File: src/rtl/hazard_stall_controller_if.sv
// rtl/hazard_stall_controller_if.sv - hazard inputs and pipeline control outputs of the stall controller
interface hazard_stall_controller_if #(
  parameter int CNT_W = 16
);
  logic [4:0]       id_rs1;
  logic [4:0]       id_rs2;
  logic             id_uses_rs1;
  logic             id_uses_rs2;
  logic [4:0]       ex_rd;
  logic             ex_mem_read;
  logic             ex_branch_taken;
  logic             mem_req;
  logic             mem_ready;
  logic             pc_write;
  logic             if_id_write;
  logic             if_id_flush;
  logic             id_ex_write;
  logic             id_ex_flush;
  logic             ex_mem_write;
  logic             mem_wb_flush;
  logic             halted;
  logic [CNT_W-1:0] stall_cycles;
  logic [CNT_W-1:0] flush_events;

  modport master (
    output id_rs1, id_rs2, id_uses_rs1, id_uses_rs2, ex_rd, ex_mem_read,
           ex_branch_taken, mem_req, mem_ready,
    input  pc_write, if_id_write, if_id_flush, id_ex_write, id_ex_flush,
           ex_mem_write, mem_wb_flush, halted, stall_cycles, flush_events
  );

  modport slave (
    input  id_rs1, id_rs2, id_uses_rs1, id_uses_rs2, ex_rd, ex_mem_read,
           ex_branch_taken, mem_req, mem_ready,
    output pc_write, if_id_write, if_id_flush, id_ex_write, id_ex_flush,
           ex_mem_write, mem_wb_flush, halted, stall_cycles, flush_events
  );
endinterface

File: src/rtl/hazard_stall_controller.sv
// rtl/hazard_stall_controller.sv - 5-stage pipeline stall/flush sequencing with memory-wait watchdog
module hazard_stall_controller #(
  parameter int MEM_TIMEOUT = 64,
  parameter int CNT_W       = 16
) (
  input  logic                   clk,
  input  logic                   reset,
  hazard_stall_controller_if.slave hz
);
  localparam int WC_W = $clog2(MEM_TIMEOUT + 1) + 1;

  typedef enum logic [1:0] {RUN, MEM_WAIT, HALT} state_t;

  state_t           state;
  logic [WC_W-1:0]  wait_cnt;
  logic [CNT_W-1:0] stall_cnt;
  logic [CNT_W-1:0] flush_cnt;

  logic mem_stall;
  logic load_use;
  logic branch_flush;
  logic in_halt;

  assign in_halt   = (state == HALT);
  assign mem_stall = hz.mem_req & ~hz.mem_ready;
  assign load_use  = hz.ex_mem_read & (hz.ex_rd != 5'd0) &
                     ((hz.id_uses_rs1 & (hz.id_rs1 == hz.ex_rd)) |
                      (hz.id_uses_rs2 & (hz.id_rs2 == hz.ex_rd)));
  // A branch held in EX by a memory stall stays asserted and flushes on the release cycle.
  assign branch_flush = ~in_halt & ~mem_stall & hz.ex_branch_taken;

  always_comb begin
    hz.pc_write     = 1'b1;
    hz.if_id_write  = 1'b1;
    hz.if_id_flush  = 1'b0;
    hz.id_ex_write  = 1'b1;
    hz.id_ex_flush  = 1'b0;
    hz.ex_mem_write = 1'b1;
    hz.mem_wb_flush = 1'b0;
    if (in_halt) begin
      hz.pc_write     = 1'b0;
      hz.if_id_write  = 1'b0;
      hz.id_ex_write  = 1'b0;
      hz.ex_mem_write = 1'b0;
    end else if (mem_stall) begin
      hz.pc_write     = 1'b0;
      hz.if_id_write  = 1'b0;
      hz.id_ex_write  = 1'b0;
      hz.ex_mem_write = 1'b0;
      hz.mem_wb_flush = 1'b1;
    end else if (hz.ex_branch_taken) begin
      hz.if_id_flush  = 1'b1;
      hz.id_ex_flush  = 1'b1;
    end else if (load_use) begin
      hz.pc_write     = 1'b0;
      hz.if_id_write  = 1'b0;
      hz.id_ex_flush  = 1'b1;
    end
  end

  always_ff @(posedge clk or posedge reset) begin
    if (reset) begin
      state     <= RUN;
      wait_cnt  <= '0;
      stall_cnt <= '0;
      flush_cnt <= '0;
    end else begin
      case (state)
        RUN: begin
          if (mem_stall) begin
            state    <= MEM_WAIT;
            wait_cnt <= WC_W'(1);
          end
        end
        MEM_WAIT: begin
          if (mem_stall && (wait_cnt == WC_W'(MEM_TIMEOUT))) begin
            state <= HALT;
          end else if (mem_stall) begin
            wait_cnt <= wait_cnt + WC_W'(1);
          end else begin
            state    <= RUN;
            wait_cnt <= '0;
          end
        end
        default: state <= HALT;
      endcase
      if (!in_halt) begin
        if (!hz.pc_write && (stall_cnt != {CNT_W{1'b1}}))
          stall_cnt <= stall_cnt + CNT_W'(1);
        if (branch_flush && (flush_cnt != {CNT_W{1'b1}}))
          flush_cnt <= flush_cnt + CNT_W'(1);
      end
    end
  end

  assign hz.halted       = in_halt;
  assign hz.stall_cycles = stall_cnt;
  assign hz.flush_events = flush_cnt;
endmodule

File: src/flat_wrapper.sv
// flat-port wrapper written by rule: the top's interface ports become plain ports
module hazard_stall_controller_flat 
#(
  parameter int MEM_TIMEOUT = 64,
  parameter int CNT_W       = 16
)
  (clk, reset, hz_id_rs1, hz_id_rs2, hz_id_uses_rs1, hz_id_uses_rs2, hz_ex_rd, hz_ex_mem_read, hz_ex_branch_taken, hz_mem_req, hz_mem_ready, hz_pc_write, hz_if_id_write, hz_if_id_flush, hz_id_ex_write, hz_id_ex_flush, hz_ex_mem_write, hz_mem_wb_flush, hz_halted, hz_stall_cycles, hz_flush_events);
  hazard_stall_controller_if #(.CNT_W(CNT_W)) hz_i ();
  input  logic clk;
  input  logic reset;
  input wire logic [$bits(hz_i.id_rs1)-1:0] hz_id_rs1;
  input wire logic [$bits(hz_i.id_rs2)-1:0] hz_id_rs2;
  input wire logic [$bits(hz_i.id_uses_rs1)-1:0] hz_id_uses_rs1;
  input wire logic [$bits(hz_i.id_uses_rs2)-1:0] hz_id_uses_rs2;
  input wire logic [$bits(hz_i.ex_rd)-1:0] hz_ex_rd;
  input wire logic [$bits(hz_i.ex_mem_read)-1:0] hz_ex_mem_read;
  input wire logic [$bits(hz_i.ex_branch_taken)-1:0] hz_ex_branch_taken;
  input wire logic [$bits(hz_i.mem_req)-1:0] hz_mem_req;
  input wire logic [$bits(hz_i.mem_ready)-1:0] hz_mem_ready;
  output wire logic [$bits(hz_i.pc_write)-1:0] hz_pc_write;
  output wire logic [$bits(hz_i.if_id_write)-1:0] hz_if_id_write;
  output wire logic [$bits(hz_i.if_id_flush)-1:0] hz_if_id_flush;
  output wire logic [$bits(hz_i.id_ex_write)-1:0] hz_id_ex_write;
  output wire logic [$bits(hz_i.id_ex_flush)-1:0] hz_id_ex_flush;
  output wire logic [$bits(hz_i.ex_mem_write)-1:0] hz_ex_mem_write;
  output wire logic [$bits(hz_i.mem_wb_flush)-1:0] hz_mem_wb_flush;
  output wire logic [$bits(hz_i.halted)-1:0] hz_halted;
  output wire logic [$bits(hz_i.stall_cycles)-1:0] hz_stall_cycles;
  output wire logic [$bits(hz_i.flush_events)-1:0] hz_flush_events;
  assign hz_i.id_rs1 = hz_id_rs1;
  assign hz_i.id_rs2 = hz_id_rs2;
  assign hz_i.id_uses_rs1 = hz_id_uses_rs1;
  assign hz_i.id_uses_rs2 = hz_id_uses_rs2;
  assign hz_i.ex_rd = hz_ex_rd;
  assign hz_i.ex_mem_read = hz_ex_mem_read;
  assign hz_i.ex_branch_taken = hz_ex_branch_taken;
  assign hz_i.mem_req = hz_mem_req;
  assign hz_i.mem_ready = hz_mem_ready;
  assign hz_pc_write = hz_i.pc_write;
  assign hz_if_id_write = hz_i.if_id_write;
  assign hz_if_id_flush = hz_i.if_id_flush;
  assign hz_id_ex_write = hz_i.id_ex_write;
  assign hz_id_ex_flush = hz_i.id_ex_flush;
  assign hz_ex_mem_write = hz_i.ex_mem_write;
  assign hz_mem_wb_flush = hz_i.mem_wb_flush;
  assign hz_halted = hz_i.halted;
  assign hz_stall_cycles = hz_i.stall_cycles;
  assign hz_flush_events = hz_i.flush_events;
  hazard_stall_controller #(.MEM_TIMEOUT(MEM_TIMEOUT), .CNT_W(CNT_W)) u_core (.clk(clk), .reset(reset), .hz(hz_i));
endmodule
File: config.mk
export PLATFORM = sky130hd
export DESIGN_NAME = hazard_stall_controller_flat
export DESIGN_NICKNAME = d
export VERILOG_FILES = /design/src/rtl/hazard_stall_controller_if.sv /design/src/rtl/hazard_stall_controller.sv /design/src/flat_wrapper.sv
export SDC_FILE = /design/constraint.sdc
export NUM_CORES = 1
export LEC_CHECK = 0
export BUFFER_PORTS_ARGS = -buffer_cell sky130_fd_sc_hd__buf_2
export CAP_MARGIN = 40
export CORE_MARGIN = 3
export CORE_UTILIZATION = 30
export CTS_CLUSTER_SIZE = 25
export DETAILED_ROUTE_END_ITERATION = 10
export PLACE_DENSITY_LB_ADDON = 0.08
export SYNTH_ARGS = -nofsm -noshare
export SYNTH_HDL_FRONTEND = slang
export SYNTH_SLANG_ARGS = --single-unit
File: constraint.sdc
create_clock -name clk -period 2.94 [get_ports clk]
set_input_delay 0.147 -clock clk [delete_from_list [all_inputs] [get_ports clk]]
set_output_delay 0.147 -clock clk [all_outputs]
set_load 0.01 [all_outputs]
* Word-level counts from Yosys, hierarchy flattened
Index checks and enable logic that the tools add are counted.
Word-level totals: flip-flop bits (word level) 42, bits of input ports 23, output and inout port bits 40, logic and storage cells 62
Operators by class: add/subtract/negate cells 3, equality and inequality tests 10, muxes and demuxes 23, bitwise operators 11, reduce and logical (&&, ||, !) cells 11
Operators with widths (number):
- 16-bit by 1-bit adder with 16-bit output (second input constant) | 2
- 16-bit inequality test (second input constant) | 2
- 8-bit 2-to-1 mux | 3
- 8-bit case mux with 2 select lines | 1
- 1-bit 2-to-1 mux | 15
- 5-bit equality test | 2
- 8-bit by 1-bit adder with 8-bit output (second input constant) | 1
- 8-bit by 7-bit equality test with 1-bit output (second input constant) | 1
- 1-bit AND | 7
- 2-bit 2-to-1 mux | 3
- 2-bit AND reduction | 3
- 5-bit nonzero test | 1
- 2-bit case mux with 2 select lines | 1
- 1-bit logical AND | 3
- 3-bit inequality test (second input constant) | 1
- 1-bit NOT | 3
- 3-bit AND reduction | 1
- 2-bit by 1-bit equality test with 1-bit output (second input constant) | 1
- 2-bit equality test (second input constant) | 1
- 2-bit zero test | 1
- 2-bit by 1-bit inequality test with 1-bit output (second input constant) | 1
- 2-bit inequality test (second input constant) | 1
- 2-bit nonzero test | 1
- 1-bit zero test | 1
- 1-bit bitwise OR | 1

* Longest topological paths before layout
Gate-level depths: netlist (run 1).
depth after elaboration 11, depth in mapped cells 8, mapped depth without buffers 7

* Worst setup path after synthesis (run 1)
OpenSTA, ideal clock, no wires.
kind reg2reg, start point register u_core.stall_cnt[7], in the netlist u_core.hz.stall_cycles[7], end point register u_core.stall_cnt[1], in the netlist u_core.hz.stall_cycles[1], setup time 0.125 ns, arrival time 1.724 ns, required time 2.815 ns, setup slack 1.091 ns, stages on the path, launching flop included 6, path buffers 0, period minus slack after synthesis 1.849 ns, path through dfrtp_1 > nand4_1 > nor4_1 > nor4_2 > a21oi_4 > mux2_2
On the way: longest elaborated chain between the ends 3
Ends and longest elaborated chain:
- start: declaration | line hazard_stall_controller.sv:16 | logic [CNT_W-1:0] stall_cnt;
- start signal: assignment | line hazard_stall_controller.sv:89 | stall_cnt <= stall_cnt + CNT_W'(1);
- 16-bit inequality test | line hazard_stall_controller.sv:88 | if (!hz.pc_write && (stall_cnt != {CNT_W{1'b1}}))
- 1-bit logical AND | line hazard_stall_controller.sv:88
- 2-bit AND reduction (no source line)
No other way between the ends. A chain may end at the register's enable or synchronous reset.

* Worst setup path in the final report (run 1)
start point register u_core.stall_cnt[7], in the netlist u_core.hz.stall_cycles[7], end point register u_core.stall_cnt[2], in the netlist u_core.hz.stall_cycles[2]
Same word-level chain as after synthesis.

==> results of run 1 <==
==> tightest hold or removal path, cell delays in order <==
cell and delay, ns:
buf_2 0.10, nand2b_1 0.15, nor2_1 0.11, a21boi_0 0.13
==> registers in the layout, summed over array words and instances, names as in the netlist <==
| name | flops |
|---|---|
| u_core.state | 2 |
| u_core.wait_cnt | 8 |
| u_core.hz.flush_events | 16 |
| u_core.hz.stall_cycles | 16 |
==> cell type report <==
cell class / count / area, um^2 / share of cell area (%)
clock buffer: 6 / 82.6 / 2.94
inverter: 6 / 22.5 / 0.801
clock inverter: 2 / 60.1 / 2.14
timing repair buffer: 66 / 343 / 12.2
sequential: 42 / 1050 / 37.4
tap: 96 / 120 / 4.27
multi-input combinational: 166 / 1130 / 40.3
==> synthesized netlist by cell type, types with 3 or more instances <==
cell type   n
xnor2_1    20
inv_1       6
nor2_1     19
dfrtp_1    42
and3_1      6
nor3_1      6
and4_1      4
xor2_1     23
nand4_1    13
nand3_1    15
ha_1        4
nand2_1    13
nor2_2      9
o21ai_0     3
==> cell families (layout without fill, tap and decap cells) <==
logic type                 count (synthesis)  count (layout)  synth area share [%]
DFF                                       42              42                  46.7
AOI/OAI and AO/OA                         18              18                  5.95
adders and majority gates                  4               4                  2.22
and+or+nand+nor                           98              98                  23.7
xor gates and xnor gates                  44              44                  17.5
buffers and inverters                     11              80                  2.95
muxes                                      2               2                  1.00
==> final timing paths <==
check / startpoint / endpoint
max: u_core.hz.stall_cycles[7] / u_core.hz.stall_cycles[2]
min: hz_mem_req / u_core.state[0]
max reg2reg: u_core.hz.stall_cycles[7] / u_core.hz.stall_cycles[2]
min reg2reg: u_core.hz.flush_events[14] / u_core.hz.flush_events[14]
max in group asynchronous: reset / u_core.hz.flush_events[6]
min in group asynchronous: reset / u_core.hz.stall_cycles[5]
==> through the flow <==
| stage | std cells | hold WS [ns] | utilization [%] | total power [mW] | area (um^2) |
|---|---|---|---|---|---|
| 5_1_grt | 384 | 0.439 | 40.1 | 1.92 | 2810 |
| 6_report | 384 | 0.370 | 40.1 | 1.80 | 2810 |
| 3_3_place_gp | 375 | 0.324 | 37.9 | 1.24 | 2660 |
| 3_5_place_dp | 375 | 0.329 | 37.9 | 1.24 | 2660 |
| 4_1_cts | 384 | 0.370 | 40.1 | 1.83 | 2810 |
| 2_1_floorplan | 219 | 0.390 | - | 1.06 | 2250 |
==> power by group <==
group	leakage (nW)	internal, mW	switching, mW	total (mW)
logic	0.749	0.198	0.220	0.417
clock network	0.0714	0.362	0.215	0.578
registers	0.543	0.678	0.123	0.801
total	1.36	1.24	0.558	1.80
==> metal layers <==
layer	GRT usage [%]	routed length (um)	up-vias
met5	0	0	-
met1	17.5	2410	851
met4	3.09	61	0
li1	-	-	893
met3	4.22	360	6
met2	18.1	2310	57
==> key figures, run 1 <==
Timing
  • RSZ-0062 raised after global routing: false
  • Least-Margin Pin Slew: 0.765 ns
  • Min Tclk post-route: 2.23 ns
  • Fin Setup TNS: 0 ns
  • Worst Clk Skew: 0.00809 ns
  • Worst rel slew slack: between 40 and 50%
  • Pins Over Slew Limit: 0
  • Final Hold Viols: 0
  • Final worst-path cycle share: approximately three quarters
  • Setup-failing EPs final: 0
  • Fin worst setup slack: 0.715 ns
  • Fmax: 449 MHz

Logic synthesis
  • Area leader, netlist: dfrtp_1
  • Syn avg cell area: between 10 and 15 um^2
  • Post-Synthesis Cells: 219
  • YS warnings: 0
  • Top post-synthesis cells by area: dfrtp_1, xor2_1, xnor2_1
  • Number of enable flip-flop cells after synthesis: 0
  • Synth top area share: approximately 47%
  • Post-Syn Area: around 2200 um^2
  • Post-synth ARST share: 100%
  • Synth Register Bits: 42
  • Yosys cell types: approximately 40
  • Total nets after synthesis: 246
  • Seq/Total Area, Yosys: 46.7%
  • Top FF cell, synth: dfrtp_1

Clock network
  • Clk sink count: 42
  • CTS tree: built
  • Worst-path clk slew: 0.09 ns
  • Post-CTS Setup Repair Bufs: 0
  • Htree depth: 2
  • Clock Latency Late Sink: 0.30 ns
  • TritonCTS Buffers: 5
  • Clock tree buffer depth: 2
  • Gates resized, CTS repair: 0
  • CTS Root Cell: clkbuf_8
  • Hold_buf cts: 1

GRT
  • Vias in the first global route: 1711
  • Total gr overflow: 0
  • Initial antenna violation count: 0
  • Total GRT Usage: 12.4%
  • Global-route wire length before repair: 8490 um
  • Largest net degree at the start of global routing: 43

Pwr
  • Peak VDD IR: 0.345 mV
  • Power Density: around 640 nW/um^2
  • P_leak: 1.36 nW

Die
  • Rows: 30
  • Die Y: 92.6 um
  • Total core area: 7020 um^2
  • Die Area: 8570 um^2
  • Initial core utilization: 32.0%
  • Io pins: 63
  • Die Wd: 92.6 um

Place
  • Placer Congestion: about 0.8
  • IO buf count: 62
  • DP Wirelength: 3740 um
  • Place WS: 0.730 ns

Setup path
  • Setup crit end kind: register
  • Worst-path fanout max: 14
  • Crit path max-delay family: simple AND/OR/NAND/NOR gates
  • Buf+Inv Stages, Crit Path: 1
  • Arrival time of the worst setup path: 2.41 ns
  • Stages on worst setup path: 7
  • Largest stage delay on the critical path: 0.50 ns
  • CP Launch Type: register
  • R2R setup slack: just over 0.7 ns
  • CP cell instances: nand4_1, nor4_1, nor3_1, a21oi_4, buf_4, nor2_2, xor2_1
  • CP required: 3.12 ns
  • Register-to-Register Path Depth: 7
  • Slowest CP cell: nor4_1
  • Critical path class: reg -> reg

Finish
  • Nets: 314
  • Commonest non-fill, non-tap cell in the layout: buf_2
  • Layout cells sized above 1: roughly 30%
  • Final-layout fill cell count: 737
  • Area grow syn2layout: 25.0%
  • Diodes inserted: 0
  • Most frequent cells in the layout: buf_2, dfrtp_1, xor2_1

Routing
  • DRC errors left: 0
  • Vias/cell: ~4.7
  • Router iterations before antenna repair: 4
  • Final WL: between 5000 and 6000 um
  • DR WL/cell: between 10 and 15 um
  • Vias post-DR: approximately 1800
  • Starting DRC count in detailed routing: 57
  • ANT nets after route: 0

Outcome
  • Status: finished clean

Min path
  • Hold depth: 4
  • Hold WC Path Type: in -> reg

Flow run
  • Max-cap violations: 0
(Power assumes the default switching activity.)
==> inputs of run 2 (changes only) <==
--- a/config.mk
+++ b/config.mk
@@ -5,6 +5,7 @@
 export SDC_FILE = /design/constraint.sdc
 export NUM_CORES = 1
 export LEC_CHECK = 0
+export ABC_AREA = 1
 export BUFFER_PORTS_ARGS = -buffer_cell sky130_fd_sc_hd__buf_2
 export CAP_MARGIN = 40
 export CORE_MARGIN = 3
==> constraint.sdc (replaced) <==
create_clock -name clk -period 2.2 [get_ports clk]
set_input_delay 0.11 -clock clk [delete_from_list [all_inputs] [get_ports clk]]
set_output_delay 0.11 -clock clk [all_outputs]
set_load 0.01 [all_outputs]
==> run 2 against run 1 <==
Net effect:
- synthesized cell count increased by 79%
- power fell by 15%
- sequential share of layout area shrank 6.2 points
- final cell count up 48%
- clock skew shrank 0.0011 ns
- die area rose by 22%
- critical endpoint is now u_core.hz.stall_cycles[0]
- largest power group unchanged
==> key figures, run 2 <==
Routing
  • Vias/cell: 4.53 (was 4.71)
  • DRC errors left: 0 (unchanged)
  • Vias post-DR: 2581 (was 1807)
  • Starting DRC count in detailed routing: 101 (was 57)
  • DR WL/cell: 12.4 um (was 13.4 um)
  • Router iterations before antenna repair: 4 (unchanged)
  • Final WL: 7070 um (was 5150 um)
  • ANT nets after route: 0 (unchanged)

Finish
  • Diodes inserted: 0 (unchanged)
  • Final-layout fill cell count: 964 (was 737)
  • Most frequent cells in the layout: nand2_1, buf_2, inv_1 (was buf_2, dfrtp_1, xor2_1)
  • Util after Layout: 37.9% (was 40.1%)
  • Layout cells sized above 1: 19.5% (was 30.9%)
  • Nets: 489 (was 314)
  • Commonest non-fill, non-tap cell in the layout: nand2_1 (was buf_2)
  • Area grow syn2layout: 21.0% (was 25.0%)
  • Area occupied by multi-input gates: 1490 um^2 (was 1130 um^2)
  • Non-filler cells, final: 570 (was 384)
  • Storage element area: 1050 um^2 (unchanged)

Die
  • Io pins: 63 (unchanged)
  • Rows: 34 (was 30)
  • Die Wd: 102 um (was 92.6 um)
  • Initial core utilization: 31.3% (was 32.0%)
  • Total core area: 8890 um^2 (was 7020 um^2)
  • Die Area: 10500 um^2 (was 8570 um^2)
  • Die Y: 102 um (was 92.6 um)

Logic synthesis
  • Post-Synth Simple-Gate Area: 39.0% (was 23.7%)
  • Number of enable flip-flop cells after synthesis: 0 (unchanged)
  • Top FF cell, synth: dfrtp_1 (unchanged)
  • Multiplexer share of the synthesized area: 0% (was 1.00%)
  • Post-synth ARST share: 100% (unchanged)
  • Post-Synthesis Cells: 393 (was 219)
  • Most frequent cell after synthesis: nand2_1 (was dfrtp_1)
  • Largest family of logic cells by synthesized area: simple AND/OR/NAND/NOR gates (unchanged)
  • Top post-synthesis cells by count: nand2_1, inv_1, dfrtp_1, nor2_1, nand4_1 (was dfrtp_1, xor2_1, xnor2_1, nor2_1, nand3_1)
  • XOR/XNOR share of the synthesized area: 10.1% (was 17.5%)
  • Yosys cell types: 25 (was 41)
  • Synth Register Bits: 42 (unchanged)
  • Synthesized-area fraction occupied by adder cells: 1.80% (was 2.22%)
  • Syn avg cell area: 7.09 um^2 (was 10.3 um^2)
  • Top post-synthesis cells by area: dfrtp_1, nand2_1, xor2_1 (was dfrtp_1, xor2_1, xnor2_1)
  • Area leader, netlist: dfrtp_1 (unchanged)
  • Synth top area share: 37.7% (was 46.7%)
  • Total nets after synthesis: 420 (was 246)
  • Complex-gate fraction of the synthesized area: 2.51% (was 5.95%)
  • Seq/Total Area, Yosys: 37.7% (was 46.7%)
  • YS warnings: 0 (unchanged)
  • Post-Syn Area: 2790 um^2 (was 2250 um^2)

Setup path
  • Critical path class: reg -> reg (unchanged)
  • R2R setup slack: 0.38 ns (was 0.71 ns)
  • CP Launch Type: register (unchanged)
  • Setup crit end kind: register (unchanged)
  • Worst-path fanout max: 17 (was 14)
  • Arrival time of the worst setup path: 2.01 ns (was 2.41 ns)
  • CP required: 2.39 ns (was 3.12 ns)

Pwr
  • Total Power: 1.53 mW (was 1.80 mW)
  • Peak VDD IR: 0.231 mV (was 0.345 mV)
  • Power Density: 452 nW/um^2 (was 639 nW/um^2)
  • P_leak: 1.84 nW (was 1.36 nW)

Timing
  • Least-Margin Pin Slew: 0.584 ns (was 0.765 ns)
  • Pins Over Slew Limit: 0 (unchanged)
  • Setup-failing EPs final: 0 (unchanged)
  • Worst Clk Skew: 0.00700 ns (was 0.00809 ns)
  • Fmax: 549 MHz (was 449 MHz)
  • Min Tclk post-route: 1.82 ns (was 2.23 ns)
  • Final Hold Viols: 0 (unchanged)
  • Worst rel slew slack: 60.7% (was 48.8%)
  • Final worst-path cycle share: 82.8% (was 75.7%)
  • Fin Setup TNS: 0 ns (unchanged)
  • RSZ-0062 raised after global routing: false (unchanged)

GRT
  • Global-route wire length before repair: 11800 um (was 8490 um)
  • Total GRT Usage: 14.1% (was 12.4%)
  • Initial antenna violation count: 0 (unchanged)
  • Largest net degree at the start of global routing: 20 (was 43)
  • Vias in the first global route: 2449 (was 1711)
  • Total gr overflow: 0 (unchanged)

Flow run
  • Max-cap violations: 0 (unchanged)

Place
  • DP Wirelength: 5450 um (was 3740 um)
  • Placer Congestion: 0.829 (was 0.795)
  • IO buf count: 62 (unchanged)
  • Dpl cells: 562 (was 375)

Outcome
  • Status: finished clean (unchanged)

Min path
  • Hold WC Path Type: in -> async (was in -> reg)

Clock network
  • Htree depth: 2 (unchanged)
  • CTS tree: built (unchanged)
  • Post-CTS Setup Repair Bufs: 0 (unchanged)
  • TritonCTS Buffers: 5 (unchanged)
  • CTS Root Cell: clkbuf_8 (unchanged)
  • Worst-path clk slew: 0.08 ns (was 0.09 ns)
  • Clk sink count: 42 (unchanged)
  • Clock tree buffer depth: 2 (unchanged)
  • Clock Latency Late Sink: 0.29 ns (was 0.30 ns)
## run 2: cell count changes after synthesis, moves of 9 or more
| cell | before | now |
|---|---|---|
| xnor2_1 | 20 | 11 |
| nor2_1 | 19 | 39 |
| inv_1 | 6 | 47 |
| nand2_1 | 13 | 134 |
| nand4_1 | 13 | 27 |
## run 2: final timing paths
check / from / endpoint / depth (start not counted)
max in group asynchronous: reset / u_core.wait_cnt[5] / 5
max reg2reg: u_core.hz.stall_cycles[0] / u_core.hz.stall_cycles[0] / 9
min in group clk: hz_mem_ready / u_core.state[0] / 3
min: reset / u_core.hz.flush_events[13] / 3
min reg2reg: u_core.state[0] / u_core.state[0] / 1
max: u_core.hz.stall_cycles[0] / u_core.hz.stall_cycles[0] / 9
## run 2: logic make-up (layout without fill, tap and decap cells)
kind of cell / count (synthesis) / in the layout
flops: 42 / 42
compound gates: 13 / 13
xor+xnor: 32 / 32
fa+ha+maj: 4 / 4
simple gates: 245 / 245
buf+inv: 57 / 126
## run 2: worst max-delay path: stages, from the launching register on
cell and delay (ns):
dfrtp_1 0.39, ha_1 0.24, nand2_1 0.12, nor2_2 0.07
nand4_1 0.08, nor2_2 0.06, nor2_4 0.33, nand3_4 0.24
nand2_1 0.11, nand2_1 0.06
## run 2: area by class of cell
cell class / count / share of cell area (%)
Clock buffer: 6 / 2.45
Tap cell: 108 / 4.01
Clock inverter: 1 / 0.891
Multi-Input combinational cell: 294 / 44.3
Inverter: 48 / 5.34
Sequential cell: 42 / 31.2
Timing Repair Buffer: 71 / 11.9
## run 2: repair_timing
action,CTS,global route
gates resized for setup,0,1
hold buffers,1,0
hold endpoints to repair,7,0
setup endpoints to repair,0,16
## run 2: per-stage QoR
step                      area [um^2]  hold slack (ns)  setup slack (ns)
after floorplan                  2790            0.344             0.512
after global placement           3220            0.239             0.150
after detailed placement         3240           0.0667            0.0940
after CTS                        3370            0.290            0.0722
after global routing             3370            0.324             0.183
final                            3370            0.296             0.379
## run 2: routing by layer
metal  up-vias  part of all wire, %  global-route usage [%]
met5         -                    0                       0
met1      1155                   49                    19.2
met2        47                   47                    23.3
li1       1374                    -                       -
met3         5                  3.4                    2.46
met4         0                 0.69                    3.33
## run 2: report_power, final
group	switching, mW	total (mW)	leakage, nW	internal [mW]
registers	0.00654	0.783	0.530	0.776
clock network	0.271	0.635	0.0573	0.364
logic	0.0621	0.107	1.26	0.0451
==> inputs of run 3 (changes only) <==
--- a/config.mk
+++ b/config.mk
@@ -5,7 +5,7 @@
 export SDC_FILE = /design/constraint.sdc
 export NUM_CORES = 1
 export LEC_CHECK = 0
-export ABC_AREA = 1
+export ABC_AREA = 0
 export BUFFER_PORTS_ARGS = -buffer_cell sky130_fd_sc_hd__buf_2
 export CAP_MARGIN = 40
 export CORE_MARGIN = 3
==> constraint.sdc (replaced) <==
create_clock -name clk -period 1.8 [get_ports clk]
set_input_delay 0.09 -clock clk [delete_from_list [all_inputs] [get_ports clk]]
set_output_delay 0.09 -clock clk [all_outputs]
set_load 0.01 [all_outputs]
==> run 3 against run 2 <==
Net effect:
- the run now ends with setup timing left
- clock-buffer cell count increased by 1
- non-clock buffer count grew 36
- power up 86%
- sequential power rose by 60%
- die area fell by 18%
- sequential cell count stayed put
- register-to-register slack got worse by 0.43 ns
- utilization up 7.3 points
- cell area down 5.8%
- critical endpoint is now u_core.hz.stall_cycles[9]
- largest cell class unchanged
- largest power group unchanged
- highest routed layer unchanged
==> key figures, run 3 (synthesized netlist as in run 1, its figures left out) <==
Outcome
  • Status: complete, but fails checks (was finished clean)
  • Violated checks: setup timing

Min path
  • Hold WC Path Type: in -> reg (was in -> async)
  • Hold Startpoint: hz_mem_req

Timing
  • Fin worst setup slack: -0.0483 ns (was 0.379 ns)
  • Worst rel slew slack: 63.3% (was 60.7%)
  • Worst Clk Skew: 0.00419 ns (was 0.00700 ns)
  • RSZ-0062 raised after global routing: true (was false)
  • Final worst-path cycle share: 103% (was 82.8%)
  • Pins Over Slew Limit: 0 (unchanged)
  • Fmax: 541 MHz (was 549 MHz)
  • Min Tclk post-route: 1.85 ns (was 1.82 ns)
  • Least-Margin Pin Slew: 0.550 ns (was 0.584 ns)
  • Final Hold Viols: 0 (unchanged)
  • Setup-failing EPs final: 15 (was 0)

Routing
  • Final WL: 5320 um (was 7070 um)
  • DR WL/cell: 12.5 um (was 12.4 um)
  • ANT nets after route: 0 (unchanged)
  • Vias/cell: 4.54 (was 4.53)
  • Starting DRC count in detailed routing: 29 (was 101)
  • Met3 Wirelength: 338 um (was 243 um)
  • Post-Route M1 WL: 2580 um (was 3450 um)
  • DR WL met2: 2350 um (was 3330 um)
  • Vias post-DR: 1931 (was 2581)
  • DRC errors left: 0 (unchanged)
  • Router iterations before antenna repair: 4 (unchanged)
  • Highest metal used: met4 (unchanged)

GRT
  • Global-route wire length before repair: 8980 um (was 11800 um)
  • Initial antenna violation count: 0 (unchanged)
  • Largest net degree at the start of global routing: 43 (was 20)
  • Total GRT Usage: 12.9% (was 14.1%)
  • Vias in the first global route: 1910 (was 2449)
  • Total gr overflow: 0 (unchanged)

Setup path
  • Largest stage delay on the critical path: 0.44 ns (was 0.39 ns)
  • Crit path launch: u_core.hz.stall_cycles[10] (was u_core.hz.stall_cycles[0])
  • CP required: 1.98 ns (was 2.39 ns)
  • Slowest CP cell: nor4_4 (was dfrtp_1)
  • Buf+Inv Stages, Crit Path: 1 (was 0)
  • Worst-path fanout max: 6 (was 17)
  • CP Launch Type: register (unchanged)
  • Arrival time of the worst setup path: 2.03 ns (was 2.01 ns)
  • Critical path class: reg -> reg (unchanged)
  • CP dominant cell by count: nor4_4 (was nand2_1)
  • Setup crit end kind: register (unchanged)
  • R2R setup slack: -0.05 ns (was 0.38 ns)
  • Worst reg2reg path startpoint: u_core.hz.stall_cycles[10] (was u_core.hz.stall_cycles[0])
  • CP cell instances: nand4_1, nor4_4, nor4_4, a21oi_4, buf_4, nor3_2, xor2_1 (was ha_1, nand2_1, nor2_2, nand4_1, nor2_2, nor2_4, nand3_4, nand2_1, nand2_1)
  • Crit path max-delay family: simple AND/OR/NAND/NOR gates (unchanged)

Die
  • Initial core utilization: 32.0% (was 31.3%)
  • Die Y: 92.6 um (was 102 um)
  • Die Wd: 92.6 um (was 102 um)
  • Total core area: 7020 um^2 (was 8890 um^2)
  • Rows: 30 (was 34)
  • Io pins: 63 (unchanged)
  • Die Area: 8570 um^2 (was 10500 um^2)

Pwr
  • Peak VDD IR: 0.758 mV (was 0.231 mV)
  • Total Power: 2.84 mW (was 1.53 mW)
  • P_leak: 1.58 nW (was 1.84 nW)
  • Power Density: 896 nW/um^2 (was 452 nW/um^2)

Finish
  • Final instance area: 3180 um^2 (was 3370 um^2)
  • Nets: 355 (was 489)
  • Layout cells sized above 1: 43.5% (was 19.5%)
  • Commonest non-fill, non-tap cell in the layout: buf_2 (was nand2_1)
  • Non-filler cells, final: 425 (was 570)
  • Diodes inserted: 0 (unchanged)
  • Storage element area: 1050 um^2 (unchanged)
  • Final-layout fill cell count: 712 (was 964)
  • Most frequent cells in the layout: buf_2, dfrtp_1, buf_4 (was nand2_1, buf_2, inv_1)
  • Area grow syn2layout: 41.2% (was 21.0%)
  • Area occupied by multi-input gates: 1230 um^2 (was 1490 um^2)

Clock network
  • Clock Latency Late Sink: 0.30 ns (was 0.29 ns)
  • CTS Root Cell: clkbuf_8 (unchanged)
  • CTS tree: built (unchanged)
  • Clk sink count: 42 (unchanged)
  • Htree depth: 2 (unchanged)
  • TritonCTS Buffers: 5 (unchanged)
  • Worst-path clk slew: 0.08 ns (about the same)
  • Clock tree buffer depth: 2 (unchanged)

Place
  • Placed inst area: 2910 um^2 (was 3240 um^2)
  • Dpl cells: 408 (was 562)
  • IO buf count: 62 (unchanged)
  • DP Wirelength: 3920 um (was 5450 um)
  • Place WS: -0.0753 ns (was 0.0940 ns)
  • Placer Congestion: 0.779 (was 0.829)

Flow run
  • Max-cap violations: 0 (unchanged)
## run 3: final cells by class
| class | instances | share of cell area, % |
|---|---|---|
| Timing Repair Buffer | 107 | 20.6 |
| Tap cell | 96 | 3.78 |
| Clock inverter | 1 | 0.158 |
| Clock buffer | 7 | 2.72 |
| Sequential cell | 42 | 33.1 |
| Inverter | 6 | 0.709 |
| Multi-Input combinational cell | 166 | 38.9 |
## run 3: timing repair
item,in CTS,in global routing
cloned,0,0
hold buffers,1,0
pin swaps,0,3
setup endpoints to repair,16,30
hold endpoints to repair,42,0
setup buffers,1,7
gates resized for setup,2,20
## run 3: metrics by stage
stage / hold slack (ns) / util, % / TNS [ns]
2_1_floorplan: 0.324 / - / -0.00280
3_3_place_gp: 0.262 / 41.5 / -0.00727
3_5_place_dp: 0.267 / 41.5 / -0.382
4_1_cts: 0.305 / 43.2 / -0.285
5_1_grt: 0.375 / 45.2 / -2.39
6_report: 0.326 / 45.2 / -0.354
## run 3: worst paths after layout
| path | end | cells past startpoint |
|---|---|---|
| max in group asynchronous | u_core.hz.flush_events[12] | 4 |
| hold reg to reg | u_core.hz.flush_events[7] | 1 |
| setup reg to reg | u_core.hz.stall_cycles[9] | 7 |
| hold / removal | u_core.state[0] | 4 |
| setup / recovery | u_core.hz.stall_cycles[9] | 7 |
| min in group asynchronous | u_core.hz.stall_cycles[6] | 4 |
## run 3: worst min-delay path: stages
cell and delay, ns:
buf_2 0.10, nand2b_1 0.16, nor2_1 0.11, a21boi_0 0.13
## run 3: power breakdown
group / internal (mW) / total [mW] / switching (mW)
clock network: 0.310 / 0.645 / 0.335
logic: 0.483 / 0.949 / 0.465
registers: 1.11 / 1.25 / 0.143
total: 1.90 / 2.84 / 0.944
## run 3: per-layer routing
layer  up-vias  GRT usage (%)
met1       904           17.6
met2        47           20.5
met5         -              0
met3         5           3.33
met4         0           2.97
li1        975              -
